File: src/rtl/otter_intc_pkg.sv
// otter_intc_pkg: shared FSM state type and register-map offsets for the Otter interrupt controller
package otter_intc_pkg;
   typedef enum logic [1:0] {IDLE, ASSERT, SERVICE} intc_state_t;
   localparam logic [3:0] OFF_PENDING = 4'h0;
   localparam logic [3:0] OFF_ENABLE  = 4'h4;
   localparam logic [3:0] OFF_CLAIM   = 4'h8;
   localparam logic [3:0] OFF_STATUS  = 4'hC;
   localparam int         ST_ERR_BIT  = 2;
endpackage

File: src/rtl/otter_intr_ctrl_if.sv
// otter_intr_ctrl_if: CPU IOBUS view of the interrupt controller
//   addr/wdata/wr : CPU address, write data, write strobe
//   rd_data/hit   : combinational read data and window-hit flag back to the CPU
interface otter_intr_ctrl_if;
   logic [31:0] addr;
   logic [31:0] wdata;
   logic        wr;
   logic [31:0] rd_data;
   logic        hit;
   modport master (output addr, wdata, wr, input rd_data, hit);
   modport slave (input addr, wdata, wr, output rd_data, hit);
endinterface

File: src/rtl/intc_prio_enc.sv
// intc_prio_enc: fixed-priority encoder, lowest set index wins
//   req   : request vector
//   valid : any request set
//   id    : index of the lowest set request (0 when none)
module intc_prio_enc #(
   parameter int N = 8
) (
   input  logic [N-1:0] req,
   output logic         valid,
   output logic [4:0]   id
);
   assign valid = |req;
   always_comb begin
      id = '0;
      for (int i = N - 1; i >= 0; i--) if (req[i]) id = 5'(i);
   end
endmodule

File: src/rtl/otter_intr_ctrl.sv
// otter_intr_ctrl: memory-mapped interrupt controller driving the Otter INTR pin
//   clk, rst : clock, asynchronous active-high reset
//   irq_src  : rising-edge sensitive interrupt sources, index 0 highest priority
//   intr     : interrupt request to the CPU, high only in the ASSERT state
//   bus      : IOBUS slave (PENDING, ENABLE, CLAIM, STATUS at BASE_ADDR+0x0..0xC)
module otter_intr_ctrl
   import otter_intc_pkg::*;
#(
   parameter int          NUM_SRC   = 8,
   parameter logic [31:0] BASE_ADDR = 32'h1100_0100
) (
   input  logic               clk,
   input  logic               rst,
   input  logic [NUM_SRC-1:0] irq_src,
   output logic               intr,
   otter_intr_ctrl_if.slave   bus
);
   intc_state_t        state, state_next;
   logic [NUM_SRC-1:0] pending, enable, irq_prev, rise, w1c, claim_clr;
   logic [7:0]         in_service_id;
   logic               err, valid;
   logic [4:0]         id;
   logic [3:0]         off;
   logic               wr_pend, wr_en, wr_claim, wr_stat, claim_do, eoi_ok, eoi_bad;
   logic               unused_bits;
   intc_prio_enc #(.N(NUM_SRC)) u_enc (.req(pending & enable), .valid(valid), .id(id));
   assign unused_bits = ^{bus.wdata, bus.addr[1:0]};
   assign off       = {bus.addr[3:2], 2'b00};
   assign bus.hit   = bus.addr[31:4] == BASE_ADDR[31:4];
   assign wr_pend   = bus.wr && bus.hit && off == OFF_PENDING;
   assign wr_en     = bus.wr && bus.hit && off == OFF_ENABLE;
   assign wr_claim  = bus.wr && bus.hit && off == OFF_CLAIM;
   assign wr_stat   = bus.wr && bus.hit && off == OFF_STATUS;
   assign rise      = irq_src & ~irq_prev;
   assign w1c       = wr_pend ? bus.wdata[NUM_SRC-1:0] : '0;
   // claim captures the winner seen in the write cycle, before any W1C lands
   assign claim_do  = wr_claim && state == ASSERT && valid;
   assign claim_clr = claim_do ? NUM_SRC'(1) << id : '0;
   assign eoi_ok    = wr_stat && state == SERVICE && bus.wdata[15:8] == in_service_id;
   assign eoi_bad   = wr_stat && state == SERVICE && bus.wdata[15:8] != in_service_id;
   assign intr      = state == ASSERT;
   assign bus.rd_data = !bus.hit ? 32'h0 :
                        off == OFF_PENDING ? 32'(pending) :
                        off == OFF_ENABLE  ? 32'(enable) :
                        off == OFF_CLAIM   ? {valid, 26'b0, id} :
                        {16'b0, in_service_id, 5'b0, err, state == SERVICE, state == ASSERT};
   always_comb begin
      state_next = state;
      case (state)
         IDLE:    state_next = valid ? ASSERT : IDLE;
         ASSERT:  state_next = claim_do ? SERVICE : valid ? ASSERT : IDLE;
         SERVICE: state_next = eoi_ok ? IDLE : SERVICE;
         default: state_next = IDLE;
      endcase
   end
   always_ff @(posedge clk or posedge rst) begin
      if (rst) begin
         state         <= IDLE;
         pending       <= '0;
         enable        <= '0;
         irq_prev      <= '1;
         in_service_id <= '0;
         err           <= 1'b0;
      end else begin
         state    <= state_next;
         irq_prev <= irq_src;
         // OR-ing the edge in last makes a same-cycle set beat any clear
         pending  <= (pending & ~w1c & ~claim_clr) | rise;
         if (wr_en) enable <= bus.wdata[NUM_SRC-1:0];
         if (claim_do) in_service_id <= 8'(id);
         err      <= (err & ~(wr_stat & bus.wdata[ST_ERR_BIT])) | eoi_bad;
      end
   end
endmodule

File: src/flat_wrapper.sv
// flat-port wrapper written by rule: the top's interface ports become plain ports
module otter_intr_ctrl_flat import otter_intc_pkg::*;
#(
   parameter int          NUM_SRC   = 8,
   parameter logic [31:0] BASE_ADDR = 32'h1100_0100
)
  (clk, rst, irq_src, intr, bus_addr, bus_wdata, bus_wr, bus_rd_data, bus_hit);
  otter_intr_ctrl_if bus_i ();
  input  logic clk;
  input  logic rst;
  input  logic [NUM_SRC-1:0] irq_src;
  output logic intr;
  input wire logic [$bits(bus_i.addr)-1:0] bus_addr;
  input wire logic [$bits(bus_i.wdata)-1:0] bus_wdata;
  input wire logic [$bits(bus_i.wr)-1:0] bus_wr;
  output wire logic [$bits(bus_i.rd_data)-1:0] bus_rd_data;
  output wire logic [$bits(bus_i.hit)-1:0] bus_hit;
  assign bus_i.addr = bus_addr;
  assign bus_i.wdata = bus_wdata;
  assign bus_i.wr = bus_wr;
  assign bus_rd_data = bus_i.rd_data;
  assign bus_hit = bus_i.hit;
  otter_intr_ctrl #(.NUM_SRC(NUM_SRC), .BASE_ADDR(BASE_ADDR)) u_core (.clk(clk), .rst(rst), .irq_src(irq_src), .intr(intr), .bus(bus_i));
endmodule
File: config.mk
export PLATFORM = sky130hd
export DESIGN_NAME = otter_intr_ctrl_flat
export DESIGN_NICKNAME = d
export VERILOG_FILES = /design/src/rtl/otter_intc_pkg.sv /design/src/rtl/otter_intr_ctrl_if.sv /design/src/rtl/intc_prio_enc.sv /design/src/rtl/otter_intr_ctrl.sv /design/src/flat_wrapper.sv
export SDC_FILE = /design/constraint.sdc
export NUM_CORES = 1
export LEC_CHECK = 0
export ABC_AREA = 1
export ABC_CLOCK_PERIOD_IN_PS = 1600
export BUFFER_PORTS_ARGS = -buffer_cell sky130_fd_sc_hd__buf_4
export CAP_MARGIN = 20
export CORE_MARGIN = 2
export CORE_UTILIZATION = 30
export CTS_CLUSTER_DIAMETER = 150
export DETAILED_ROUTE_END_ITERATION = 7
export SKIP_LAST_GASP = 1
export SLEW_MARGIN = 30
export SYNTH_ARGS = -nofsm -noshare
export SYNTH_HDL_FRONTEND = slang
export SYNTH_SLANG_ARGS = --single-unit
File: constraint.sdc
create_clock -name clk -period 1.6 [get_ports clk]
set_clock_uncertainty 0.2 [all_clocks]
set_input_delay 0.32 -clock clk [delete_from_list [all_inputs] [get_ports clk]]
set_output_delay 0.32 -clock clk [all_outputs]
set_load 0.01 [all_outputs]
==> results of run 1 <==
==> path summary, 6_finish.rpt <==
path / start / end / slack (ps) / depth (start not counted)
setup / recovery: u_core.pending[7] / bus_rd_data[1] / -620 / 9
hold / removal: bus_wdata[4] / u_core.enable[4] / 90 / 3
setup reg to reg: u_core.pending[7] / u_core.pending[2] / -350 / 11
hold reg to reg: u_core.irq_prev[2] / u_core.pending[2] / 320 / 3
max in group asynchronous: rst / u_core.irq_prev[6] / 400 / 4
min in group asynchronous: rst / u_core.pending[0] / 480 / 4
==> flip-flops by register name (all words and copies together), names as in the netlist <==
register              cells
u_core.state              2
u_core.err                1
u_core.enable             8
u_core.in_service_id      3
u_core.irq_prev           8
u_core.pending            8
==> cells in the final DEF, fill, tap and decap left out, drive strengths merged, types with 2 or more instances in the layout <==
cell type / Yosys / final
dlygate4sd3: 0 / 9
nor2: 28 / 28
clkbuf: 0 / 5
nand2: 100 / 101
clkinv: 2 / 4
a31oi: 2 / 2
a21oi: 8 / 8
nand4: 11 / 11
inv: 48 / 48
o21ai: 20 / 20
dfrtp: 22 / 22
nor3: 3 / 3
nand3: 15 / 16
buf: 25 / 122
dfstp: 8 / 8
conb: 1 / 20
==> metrics by stage <==
stage	setup WS (ps)	cell area [um^2]	TNS (ps)	util
finish	-622.9	3607	-7121	0.5280
global route	-721.8	3607	-9928	0.5280
floorplan	-193.0	2265	-420.7	-
global placement	-391.0	3082	-8408	0.4511
CTS	-532.7	3333	-5136	0.4879
detailed placement	-373.4	3082	-8385	0.4511
==> power groups by stage <==
| stage | logic [mW] | clock network [mW] | registers (mW) |
|---|---|---|---|
| final | 0.299 | 0.631 | 0.779 |
| after global routing | 0.329 | 0.679 | 0.779 |
| after CTS | 0.285 | 0.646 | 0.779 |
| after detailed placement | 0.266 | 0 | 0.793 |
| after global placement | 0.263 | 0 | 0.792 |
| after floorplan | 0.139 | 0 | 0.792 |
==> logic make-up (layout without fill, tap and decap cells) <==
kind of cell | after synthesis | after routing | share of synthesized area
and+or+nand+nor | 158 | 160 | 0.3561
buffers and inverters | 75 | 189 | 0.1833
AOI/OAI and AO/OA | 33 | 33 | 0.09754
DFF | 30 | 30 | 0.3572
other | 1 | 20 | 0.001761
xor gates and xnor gates | 1 | 1 | 0.004114
==> area by class of cell <==
type | count | area (um^2)
Clock buffer | 5 | 68.82
Fill cell | 666 | 3224
Inverter | 50 | 202.7
Sequential cell | 30 | 760.7
Timing Repair Buffer | 131 | 1089
Tap cell | 96 | 120.1
Clock inverter | 3 | 21.27
Multi-Input combinational cell | 214 | 1345
==> worst max-delay path, delay by kind of cell (launching register included) <==
| kind | cells | cell delay (ps) |
|---|---|---|
| simple gates | 5 | 440 |
| flops | 1 | 400 |
| compound gates | 2 | 380 |
| buf+inv | 2 | 210 |
==> metal layers <==
| metal | share of wire | track usage | up-vias |
|---|---|---|---|
| met2 | 0.53 | 0.2748 | 70 |
| li1 | - | - | 1161 |
| met5 | 0 | 0 | - |
| met3 | 0.057 | 0.03451 | 5 |
| met1 | 0.40 | 0.1891 | 1061 |
| met4 | 0.0095 | 0.04545 | 0 |
==> repair_timing <==
action                                  4_1_cts  5_1_grt
endpoints found under the hold margin        30        0
endpoints found under the setup margin       25       34
hold buffers                                  9        0
gates resized for setup                      19       64
pin swaps                                     6       29
cloned                                        0        2
buffers inserted                              2        4
==> qor.yml, run 1 <==
fin_crit_sh: 1.389
antenna_left: 0
grt_setup_unrepaired: "yes"
p_sw_uw: 471.5
grt.total_usage: 0.1552
cp_slowest_cell: "dfrtp_1"
via_count: 2297
postSynthAreaPerCell_um2: 7.146
final_cells: 529
area_delta_synth_final_pct: 69.39
gp_congestion: 0.8615
dpl.hpwl_mm: 4.618
cts_buffers: 5
setup_viol: 36
timing.final.ws_setup_ps: -622.9
dp.cells: 504
core_um2: 6832
maxSlewViolCount: 0
grt_overflow: 0
synthFlopType: "dfrtp_1"
seqPwrFrac: 0.456
p_int_mw: 1.237
synth_commonest_cells: "96 x nand2_1, 41 x inv_1, 22 x buf_4, 22 x dfrtp_1, 22 x nor2_1"
finalCriticalPeriod_ps: 2223
worstSetupPathType: "register to primary output"
drc: 0
finalNetCount: 507
synth_top_area_cell: "dfrtp_1"
std_cell_rows: 30
cts_tree: "yes"
critPathRequiredTime_ps: 1080
fmax_mhz: 449.9
status: "finished, violations left"
p_comb_frac: 0.175
ys_ff_latch: 30
clkSinkCount: 30
h-tree-depth: 2
power_mw: 1.709
critical_path.max_stage_delay_ps: 400
synth_cell_types: 35
p_sw_frac: 0.2760
p_clk_frac: 0.369
synth_seq_area_share: 0.3572
synth_edf_count: 0
worstPathArrival_ps: 1700
synth_cells: 298
initial_core_util: 0.3117
grt_pass1_wl_mm: 9.259
die-width_um: 88.25
root_buffer: "clkbuf_8"
power_density_nw_per_um2: 473.6
startpoint_type: "register"
vias_per_cell: 4.342
hold_viol_final: 0
antenna_found_initial: 0
irDropWorstVdd_v: 0.0004031
clk_pin_slew_ps: 70
yosys.area.top_type_share: 0.2585
netlist_area_um2: 2130
yosys_warnings: 0
hp-class: "primary input to register"
yosysMostFrequentCell: "nand2_1"
ioPinCount: 109
leakagePower_nw: 1.798
synth_area_leaders: "dfrtp_1 26%, nand2_1 17%, dfstp_2 9.9%"
dieArea_um2: 7788
routed_wl_mm: 6.447
maxCapViolations: 0
dr.pass1.iters: 4
end_kind: "primary output"
clkLatencyLatePin_ps: 290
grt_pass1_vias: 2102
drtIter0Drc: 70
cts_buffer_depth: 2
io_buffers: 70
crit_chain: "nand2_1 > nand2_2 > nand3_2 > a21boi_2 > nand2_1 > inv_2 > nand2_2 > a31oi_4 > buf_6"
die_h_um: 88.25
grt_max_degree: 31
drive_gt1_frac: 0.5635
whs_ps: 94.85
synthArstFlopShare: 1.000
wire_per_inst_um: 12.19
violations: "setup timing"
antenna_cells: 0
critical_path_peak_fanout: 3
Note: power is estimated with default switching activity, not from simulation.
==> run 2: changes to the inputs <==
--- a/config.mk
+++ b/config.mk
@@ -6,7 +6,7 @@
 export NUM_CORES = 1
 export LEC_CHECK = 0
 export ABC_AREA = 1
-export ABC_CLOCK_PERIOD_IN_PS = 1600
+export ABC_CLOCK_PERIOD_IN_PS = 2800
 export BUFFER_PORTS_ARGS = -buffer_cell sky130_fd_sc_hd__buf_4
 export CAP_MARGIN = 20
 export CORE_MARGIN = 2
==> constraint.sdc (replaced) <==
create_clock -name clk -period 2.8 [get_ports clk]
set_clock_uncertainty 0.2 [all_clocks]
set_input_delay 0.56 -clock clk [delete_from_list [all_inputs] [get_ports clk]]
set_output_delay 0.56 -clock clk [all_outputs]
set_load 0.01 [all_outputs]
==> run 2 against run 1 <==
The flow now finishes without violations. Critical path depth unchanged. Setup slack improved by 860 ps. Register-to-register slack improved by 1400 ps. Final cell count shrank 11%. Non-clock buffer count is 58 lower. First-iteration DRC count shrank 10%. Critical path type unchanged.
==> qor.yml, run 2 (same netlist as run 1, synthesis figures left out) <==
status: "finished, final reports clean"
critical_path.max_stage_delay_ps: 430  # +30 ps
wire_per_inst_um: 10.93  # -10%
drc: 0  # unchanged
power_uw: 905.5  # -47%
area_delta_synth_final_pct: 29.44
die-width_um: 88.25  # unchanged
multi_input_area_um2: 1050  # -22%
cts_buffers: 5  # unchanged
mostFrequentLayoutCell: "nand2_1"
hold_viol_final: 0  # unchanged
grt_setup_unrepaired: "no"
antenna_found_initial: 0  # unchanged
final_cell_area_um2: 2756  # -24%
clk_pin_slew_ps: 60  # about the same
cts_post_setup_buffers_inserted: 0  # -2
irDropWorstVdd_v: 0.0002887  # -28%
fin_crit_sh: 0.9158
power_density_nw_per_um2: 328.5  # -31%
ioPinCount: 109  # unchanged
core_um2: 6832  # unchanged
io_buffers: 70  # unchanged
clkSinkCount: 30  # unchanged
initial_core_util: 0.3117  # unchanged
end_kind: "primary output"
r2r-start: "u_core.pending[0]"
drive_gt1_frac: 0.3137  # -0.2498
h-tree-depth: 2  # unchanged
dr.pass1.iters: 4  # unchanged
critical_path_peak_fanout: 4  # +1
worstSetupPathType: "register to primary output"
leakagePower_nw: 1.454  # -19%
largestRegisters: "u_core.enable x8, u_core.irq_prev x8, u_core.pending x8"
root_buffer: "clkbuf_8"
dpl.hpwl_mm: 4.111  # -11%
whs_ps: 157.5  # +62.65 ps
clkLatencyLatePin_ps: 280  # about the same
grt.total_usage: 0.1327  # -0.02253
finalCriticalPeriod_ps: 2564
maxSlewViolCount: 0  # unchanged
critPathRequiredTime_ps: 2040  # +960 ps
post_cts_resized: 0  # -19
via_count: 1986  # -14%
worst_r2r_path_depth: 8  # -3
antenna_left: 0  # unchanged
fillers: 731  # +9.8%
final_cell_mix: "96 x nand2_1, 73 x buf_4, 41 x inv_1"
hp-class: "primary input to async pin"
cts_tree: "yes"
fmax_mhz: 390.0
seqPwrFrac: 0.492  # +0.036
p_clk_frac: 0.367  # -0.002
gp_congestion: 0.8530  # -0.99%
antenna_cells: 0  # unchanged
cts_buffer_depth: 2  # unchanged
worstPathArrival_ps: 1800  # +100 ps
p_comb_frac: 0.141  # -0.034
grt_pass1_vias: 1800  # -14%
vias_per_cell: 4.235  # -2.5%
grt_pass1_wl_mm: 7.983  # -14%
startpoint_type: "register"
p_sw_frac: 0.2468  # -0.02920
drtIter0Drc: 63  # -10%
p_sw_uw: 223.5  # -53%
finalNetCount: 447  # -12%
grt_max_degree: 31  # unchanged
p_int_uw: 682.1  # -45%
seq_area_um2: 760.7  # unchanged
std_cell_rows: 30  # unchanged
die_h_um: 88.25  # unchanged
ctsHoldBuffers: 0  # -9
placed_cell_area_um2: 2676  # -13%
maxCapViolations: 0  # unchanged
reg2reg_slack_ps: 1010  # +1360 ps
dieArea_um2: 7788  # unchanged
cp_slowest_cell: "dfrtp_1"
setup_viol: 0  # -100%
crit-reg2reg-capture: "u_core.pending[5]"
finalSetupTns_ps: 0  # +7121 ps
grt_overflow: 0  # unchanged
routed_wl_mm: 5.125  # -21%
crit_chain: "nand2_1 > nand2_1 > nor2_1 > nor3_2 > inv_1 > nor2_1 > o21ai_0 > inv_1 > buf_4"
run 2: cell types whose count changed in the layout (fill, tap and decap cells not counted), sizes merged:
cell / change
buf: -49
dlygate4sd3: -9
clkbuf: +3
clkinv: -2
clkinvlp: -1
nand2: -1
nand3: -1
run 2: worst max-delay path: cells and delay by family (launching register included):
kind / cells / cell delay, ps
buffers and inverters: 3 / 330
and+or+nand+nor: 5 / 590
AOI/OAI and AO/OA: 1 / 180
DFF: 1 / 430
run 2: power by group through the flow:
stage	Combinational (mW)	Sequential [mW]	Clock (mW)
after detailed placement	0.129	0.453	0
after global placement	0.127	0.453	0
after global routing	0.143	0.445	0.370
final	0.127	0.445	0.333
after floorplan	0.0758	0.453	0
after CTS	0.129	0.445	0.353
run 2: per-layer routing:
metal,GRT usage,vias up,routed length [um]
met5,0,-,0
met1,0.1630,876,2243
met2,0.2297,69,2479
met3,0.02985,6,340
li1,-,1035,-
met4,0.04545,0,61
run 2: worst max path at each step:
stage	slack, ps	cells past startpoint	startpoint	endpoint
2_1_floorplan	490	8	bus_addr[25]	bus_rd_data[0]
3_3_place_gp	280	8	bus_addr[21]	bus_rd_data[0]
3_5_place_dp	260	9	bus_addr[25]	bus_rd_data[1]
4_1_cts	200	9	u_core.pending[7]	bus_rd_data[2]
5_1_grt	60	9	u_core.pending[6]	bus_rd_data[2]
6_report	240	9	u_core.pending[7]	bus_rd_data[2]
run 2: metrics by stage:
step             util  cells  setup WS (ps)
4_1_cts        0.4035    469          204.7
3_3_place_gp   0.3918    461          282.1
3_5_place_dp   0.3918    461          264.3
5_1_grt        0.4035    469          59.07
6_report       0.4035    469          235.8
2_1_floorplan       -    317          486.2
run 2: area by class of cell:
cell class	count	share of cell area
Sequential cell	30	0.2760
Inverter	50	0.07172
Tap cell	96	0.04358
Timing Repair Buffer	73	0.1988
Multi-Input combinational cell	212	0.3808
Clock buffer	8	0.02905
